`config.mk`:
```
export PLATFORM = sky130hd
export DESIGN_NAME = io_responder
export DESIGN_NICKNAME = d
export VERILOG_FILES = /design/src/rtl/io_responder.sv
export SDC_FILE = /design/constraint.sdc
export NUM_CORES = 1
export LEC_CHECK = 0
export BUFFER_PORTS_ARGS = -buffer_cell sky130_fd_sc_hd__buf_2
export CELL_PAD_IN_SITES_DETAIL_PLACEMENT = 1
export CELL_PAD_IN_SITES_GLOBAL_PLACEMENT = 1
export CORE_UTILIZATION = 25
export DETAILED_ROUTE_END_ITERATION = 16
export PLACE_DENSITY = 0.5
export SYNTH_ARGS = -nofsm -noshare
export SYNTH_HDL_FRONTEND = slang
export SYNTH_SLANG_ARGS = --single-unit
export TNS_END_PERCENT = 10
```
`constraint.sdc`:
```
create_clock -name CLK -period 4.9 [get_ports CLK]
set_input_delay 0.245 -clock CLK [delete_from_list [all_inputs] [get_ports CLK]]
set_output_delay 0.245 -clock CLK [all_outputs]
set_load 0.01 [all_outputs]
```
`src/rtl/io_responder.sv`:
```
// Memory-mapped CPU bus responder: output FIFO with valid/ready drain, status,
// free-running timer, scratch and identity registers, with registered one-cycle read data.
module io_responder #(
  parameter int          DEPTH    = 8,
  parameter logic [31:0] ID_VALUE = 32'h10AD_0001
) (
  input  logic        CLK,
  input  logic        Rst,
  input  logic        CS,
  input  logic        WR_RD,
  input  logic [31:0] ADDR,
  input  logic [31:0] Data_BUS_WRITE,
  output logic [31:0] Data_BUS_READ,
  output logic [31:0] out_data,
  output logic        out_valid,
  input  logic        out_ready
);

  localparam int AW = (DEPTH > 1) ? $clog2(DEPTH) : 1;
  localparam logic [AW:0] FULL_COUNT = (AW+1)'(DEPTH);

  typedef enum logic [2:0] {
    REG_FIFO    = 3'd0,
    REG_STATUS  = 3'd1,
    REG_TIMER   = 3'd2,
    REG_SCRATCH = 3'd3,
    REG_ID      = 3'd4
  } reg_sel_t;

  logic [31:0]   mem [DEPTH];
  logic [AW-1:0] rd_ptr;
  logic [AW-1:0] wr_ptr;
  logic [AW:0]   count;
  logic          overflow;
  logic [31:0]   timer;
  logic [31:0]   scratch;

  logic [2:0]    sel;
  logic          wr_en;
  logic          rd_en;
  logic          push;
  logic          pop;
  logic          full;
  logic          empty;
  logic          push_ok;
  logic          ovf_set;
  logic          ovf_clear;
  logic [AW-1:0] next_rd_ptr;
  logic [AW:0]   next_count;
  logic [31:0]   head_next;
  logic [7:0]    count_byte;
  logic [31:0]   status_word;
  logic [31:0]   read_value;
  logic [31:0]   timer_next;

  // Only ADDR[4:2] selects a register; the remaining address bits are don't-care.
  logic unused_addr;
  assign unused_addr = &{1'b0, ADDR[31:5], ADDR[1:0]};

  always_comb begin
    sel         = ADDR[4:2];
    wr_en       = CS & WR_RD;
    rd_en       = CS & ~WR_RD;
    push        = wr_en && (sel == REG_FIFO);
    pop         = out_valid & out_ready;
    full        = (count == FULL_COUNT);
    empty       = (count == '0);
    push_ok     = push & (~full | pop);
    ovf_set     = push & full & ~pop;
    ovf_clear   = wr_en && (sel == REG_STATUS) && Data_BUS_WRITE[2];
    next_rd_ptr = pop ? rd_ptr + AW'(1) : rd_ptr;
    next_count  = count;
    if (push_ok && !pop) next_count = count + (AW+1)'(1);
    if (pop && !push_ok) next_count = count - (AW+1)'(1);

    // The head is registered, so look ahead to the entry that will sit at the
    // read pointer after this edge, bypassing the word being written right now.
    head_next = mem[next_rd_ptr];
    if (push_ok && (wr_ptr == next_rd_ptr)) head_next = Data_BUS_WRITE;
    if (next_count == '0) head_next = '0;

    count_byte  = 8'(count);
    status_word = {16'h0000, count_byte, 5'b00000, overflow, full, empty};

    read_value = '0;
    case (sel)
      REG_STATUS:  read_value = status_word;
      REG_TIMER:   read_value = timer;
      REG_SCRATCH: read_value = scratch;
      REG_ID:      read_value = ID_VALUE;
      default:     read_value = '0;
    endcase

    timer_next = timer + 32'd1;
    if (wr_en && (sel == REG_TIMER)) timer_next = Data_BUS_WRITE;
  end

  // FIFO storage carries no reset; only pointers and count define its contents.
  always_ff @(posedge CLK) begin
    if (push_ok) mem[wr_ptr] <= Data_BUS_WRITE;
  end

  always_ff @(posedge CLK or negedge Rst) begin
    if (!Rst) begin
      rd_ptr        <= '0;
      wr_ptr        <= '0;
      count         <= '0;
      overflow      <= 1'b0;
      timer         <= '0;
      scratch       <= '0;
      out_data      <= '0;
      out_valid     <= 1'b0;
      Data_BUS_READ <= '0;
    end else begin
      rd_ptr    <= next_rd_ptr;
      if (push_ok) wr_ptr <= wr_ptr + AW'(1);
      count     <= next_count;
      out_data  <= head_next;
      out_valid <= (next_count != '0);
      // A new overflow beats a simultaneous clear request.
      if (ovf_set)        overflow <= 1'b1;
      else if (ovf_clear) overflow <= 1'b0;
      timer <= timer_next;
      if (wr_en && (sel == REG_SCRATCH)) scratch <= Data_BUS_WRITE;
      if (rd_en) Data_BUS_READ <= read_value;
    end
  end

endmodule

```
# After elaboration in Yosys (flattened, before gate mapping)
# Memory sizes are Yosys's and may differ from the RTL's.
# Index checks and enable logic that the tools add are counted.
[totals]
ff_bits = 140
mem_bits_rw = 256
in_bits = 69
out_inout_bits = 65
mem_count = 1
[mem_list]
columns = ["name", "words", "width", "read_ports", "rd_ports_with_merged_regs", "wr", "line", "source"]
rows = [
  ["mem", 8, 32, 1, 0, 1, "30", "logic [31:0] mem [DEPTH];"],
]
[classes]
addsub = 5
eq_ne = 6
n_mux = 11
n_bitwise = 10
reduce_logical = 15
[ops]
columns = ["operator", "n"]
rows = [
  ["case mux 32 bit (4 select lines)", 1],
  ["2-to-1 mux 32 bit", 3],
  ["adder 32 x 1 -> 32 bit, second input constant", 1],
  ["logical AND 1 bit", 8],
  ["zero test 4 bit", 2],
  ["2-to-1 mux 4 bit", 2],
  ["adder 3 x 1 -> 3 bit, second input constant", 2],
  ["bitwise AND 1 bit", 6],
  ["equality test 3 x 2 -> 1 bit, second input constant", 2],
  ["adder 4 x 1 -> 4 bit, second input constant", 1],
  ["equality test 4 bit, second input constant", 1],
  ["2-to-1 mux 1 bit", 4],
  ["nonzero test 4 bit", 1],
  ["subtractor 4 x 1 -> 4 bit, second input constant", 1],
  ["equality test 3 x 1 -> 1 bit, second input constant", 1],
  ["equality test 3 bit", 1],
  ["equality test 3 bit, second input constant", 1],
  ["zero test 3 bit", 1],
  ["2-to-1 mux 3 bit", 1],
  ["NOT 1 bit", 3],
  ["zero test 1 bit", 2],
  ["nonzero test 2 bit", 1],
  ["OR 1 bit", 1],
]

# Logic depth before layout (Yosys ltp)
[depth]
ltp_word = 9
mapped_depth = 10
mapped_depth_nobuf = 8

# Worst setup path after synthesis
# No wires, ideal clock.
[synth_timing]
path_kind = "reg-to-reg"
start = "register count[0]"
end = "memory mem[2][0] (enable)"
t_arrival_ns = 4.403
required_time_ns = 4.387
path_slack_ns = -0.017
stages_incl_launch_ff = 6
cell_sequence = "dfrtp_1 > inv_1 > ha_1 > nand3b_4 > o21ai_0 > nor4b_1"
[synth_between]
elab_chain_cells = 6
[synth_lines]
columns = ["element", "line", "source"]
rows = [
  ["start: declaration", "33", "logic [AW:0] count;"],
  ["start signal: assignment", "117", "count <= next_count;"],
  ["equality test 4 bit", "66", "full = (count == FULL_COUNT);"],
  ["NOT 1 bit", "68", "push_ok = push & (~full | pop);"],
  ["OR 1 bit", "68", ""],
  ["bitwise AND 1 bit", "68", ""],
  ["2-to-1 mux 1 bit", "100", "if (push_ok) mem[wr_ptr] <= Data_BUS_WRITE;"],
  ["2-to-1 mux 1 bit (implied by the code)", "100", ""],
  ["end: declaration", "30", ""],
]
# Every way passes these cells.

# Worst setup path after layout
[layout_timing]
start = "register out_valid"
end = "register out_data[20]"
[layout_between]
word_cells_on_any_way = 16
classes_between = "eq/ne: 1; mux: 5; bitwise: 3; reduce/logical: 6; memory: 1"
[layout_lines]
columns = ["element", "line", "source"]
rows = [
  ["start: declaration", "15", "output logic out_valid,"],
  ["start signal: assignment", "119", "out_valid <= (next_count != '0);"],
  ["bitwise AND 1 bit (*)", "65", "pop = out_valid & out_ready;"],
  ["2-to-1 mux 3 bit (*)", "71", "next_rd_ptr = pop ? rd_ptr + AW'(1) : rd_ptr;"],
  ["named net next_rd_ptr[1]", "48", "logic [AW-1:0] next_rd_ptr;"],
  ["parallel branches: the longest is 2 deep, another holds memory read (8 x 32 bit)", "--", ""],
  ["2-to-1 mux 32 bit (*)", "79", "if (push_ok && (wr_ptr == next_rd_ptr)) head_next = Data_BUS_WRITE;"],
  ["2-to-1 mux 32 bit (*)", "80", "if (next_count == '0) head_next = '0;"],
  ["named net head_next[20]", "50", "logic [31:0] head_next;"],
  ["end signal: assignment", "118", "out_data <= head_next;"],
  ["end: declaration", "14", "output logic [31:0] out_data,"],
]
# Mark *: on every way through the listed nets, which the timed path passes.
# A chain may end at the register's enable or synchronous reset.

==> impl_results.md <==
- Count of cell types in the netlist: 45
- Post-CTS setup buffer count: 0
- CP Class: register to register
- Dominant cell type by area after synthesis: edfxtp_1
- Min Hold Slack: 0.0405 ns
- Starting Density: 25.5%
- Initial antenna violation count: 3
- Hold path cells: 3
- CP arrival: 3.47 ns
- Clock Tree Root: clkbuf_16
- Die X-Extent: approximately 260 um
- Total power: 11.2 mW
- Vias in the first global route: approximately 11000
- Status: completed
- Total Nets Final: roughly 1400
- Crit-path slowest cell: nor2_2
- Max_cap viols: 0
- Post-Layout Cell Count: 2169
- Clock net sink count: a little under 400
- Worst hold start: Data_BUS_WRITE[6]
- Die height: ~260 um
- Most frequent cells after synthesis: edfxtp_1 (256), nand2_1 (222), dfrtp_1 (140), o21ai_0 (96), mux2i_1 (85)
- Setup TNS: 0 ns
- Synthesized area: 16200 um2
- Final WL: ~45000 um
- RR Startpoint: out_valid$_DFF_PN0_
- First-pass GRT wire length: just under 70000 um
- R2R depth: 8
- RSZ-0062 raised after global routing: no
- Share of cells above drive strength 1: ~19%
- Crit start category: register
- H-tree Lvls: 2
- Crit-path cells: nand2_1 > mux2i_1 > inv_1 > nor2_2 > buf_4 > a32o_1 > o21ai_0 > o211a_1
- Most numerous cell in the Yosys netlist: edfxtp_1
- Clock Path Buffers: 3
- CTS tree: yes
- Post-route ant nets: 0
- Clk slew on worst S/H paths: ~0.06 ns
- Mapped Nets: roughly 1200
- Routed WL per cell: approximately 21 um
- Area growth syn-to-layout: 19.5%
- EDFF count, synth: ~260
- HP Class: input port to register
- Worst clock skew: 0.0185 ns
- Initial DRT Pass Iterations: 5
- Design area: just under 20000 um2
- Placement Cell Area: 17800 um2
- Tot GR Track Use: ~14%
- Place WS: 1.59 ns
- GRT Residual Overflow: 0
- Via density per instance: 4.59
- Layout Utilization: just over 30%
- Cts hold-fix bufs: 7
- Leakage: a little over 7 nW
- Syn_area_per_cell: around 14 um2
- Skew-Pair Late Insertion Delay: 0.58 ns
- GP Congestion: a little over 0.7
- Final Hold Fails: 0
- Crit-path max cell delay: a little over 0.6 ns
- Async S/R FF share, synth: a little over a third
- Largest net degree at the start of global routing: 99
- Worst slew pin tran: between 1 and 1.5 ns
- Crit path capture type: register
- Hold EP: timer[6]$_DFF_PN0_
- Core box area: 63400 um2
- Max IR drop VDD: roughly 0.0003 V
- FP Rows: just over 90
- Post-route setup slack: roughly 1.9 ns
- R2r setup slk: ~1.9 ns
- Top FF cell, synth: edfxtp_1
- # DRC: 0
- Final Max Slew Viols: 0
- DR vias: 9961
- # placed instances: between 2000 and 2500
- Flops & latches, synth: 396
- Register area share after synthesis: between 60% and 70%
- Reg-to-Reg End: out_data[20]$_DFF_PN0_
- Synth Instances: ~1200
- Critical path required time: between 5 and 6 ns
- Power per cell area: slightly below 600 nW/um2
- Yosys top cell area share: a little under half
- Synth Warn #: 0
- Synth top area cells: edfxtp_1 (48%), dfrtp_1 (22%), mux2i_1 (5.3%)
- Slew HR: approximately 30%
- HPWL after DPL: between 20000 and 30000 um
- Port Buffers: roughly 100
- Ports: around 130
- Tmin final: 3.00 ns
- Setup violations, final: 0
- 1st-iter DRT viols: 562
- Fin crit share: about 61%
- Fmax: ~330 MHz
- Die area: about 66000 um2
- Cts repair resizes: 0
- Crit path max fanout: 21
- CTS buffer count: 46
area by class of cell:
type | count | area, um2
antenna | 1 | 2.50
clock inverter | 20 | 220
tap | 846 | 1060
sequential | 396 | 11200
timing repair buffer | 138 | 837
clock buffer | 64 | 1270
inverter | 10 | 40.0
fill | 6740 | 44100
multi-input combinational | 694 | 4700
sequential cells by signal (all words and copies together), names as in the netlist, 3 cells and up:
name,flops
count,4
scratch,32
mem,256
rd_ptr,3
wr_ptr,3
Data_BUS_READ,32
timer,32
out_data,32
worst max-delay path by stage:
stage | start | end | slack (ns)
global route | out_valid$_DFF_PN0_ | out_data[17]$_DFF_PN0_ | 1.65
detailed placement | ADDR[2] | mem[7][7]$_DFFE_PP_ | 1.59
floorplan | count[0]$_DFF_PN0_ | mem[0][0]$_DFFE_PP_ | 0.29
finish | out_valid$_DFF_PN0_ | out_data[20]$_DFF_PN0_ | 1.90
CTS | count[0]$_DFF_PN0_ | mem[7][17]$_DFFE_PP_ | 1.83
global placement | ADDR[2] | mem[7][5]$_DFFE_PP_ | 1.66
per-layer routing:
layer	track usage [%]	vias up	part of all wire, %
met4	3.43	0	2.0
met1	19.6	5131	48
li1	-	4590	-
met3	2.42	60	3.7
met5	0	-	0
met2	21.8	180	46
worst max-delay path, delay by kind of cell, from the launching register on:
| family | cells | cell delay, ns |
|---|---|---|
| AND/OR/NAND/NOR | 2 | 0.87 |
| multiplexers | 1 | 0.38 |
| AO/OA/AOI/OAI | 3 | 0.55 |
| buffers and inverters | 2 | 0.65 |
| flip-flops | 1 | 0.43 |
layout by cell type, fill, tap and decap left out, types with 4 or more instances in the layout:
cell / count
buf_4: 24
a21oi_1: 19
mux2_2: 37
nor3_1: 7
a32o_1: 64
o21ai_0: 96
clkbuf_16: 47
bufinv_16: 4
ha_1: 6
xor2_1: 20
clkinv_1: 4
xnor2_1: 18
dlygate4sd3_1: 7
nor2_1: 9
clkinv_2: 8
dfrtp_1: 140
edfxtp_1: 256
o211a_1: 32
a22oi_1: 7
nand4_1: 7
nand3_1: 14
buf_2: 103
nor2_2: 6
inv_1: 9
and3_1: 5
mux2i_1: 85
clkbuf_1: 14
nand2_1: 222
report_power, final:
part / total (mW) / switching, mW / internal [mW] / leakage [nW]
Sequential: 4.27 / 0.298 / 3.98 / 4.02
Combinational: 3.49 / 2.04 / 1.45 / 2.50
Clock: 3.42 / 1.39 / 2.03 / 0.730
kinds of logic (layout without fill, tap and decap cells):
group / Yosys count / in the layout / share of synthesized area (%)
DFF: 396 / 396 / 69.2
and+or+nand+nor: 303 / 303 / 8.14
AOI/OAI and AO/OA: 225 / 225 / 10.1
muxes: 122 / 122 / 7.84
buffers and inverters: 81 / 232 / 2.11
xor gates and xnor gates: 38 / 38 / 2.06
adders and majority gates: 6 / 6 / 0.464
other: 0 / 1 / 0
Power figures use the tool's default switching activity.
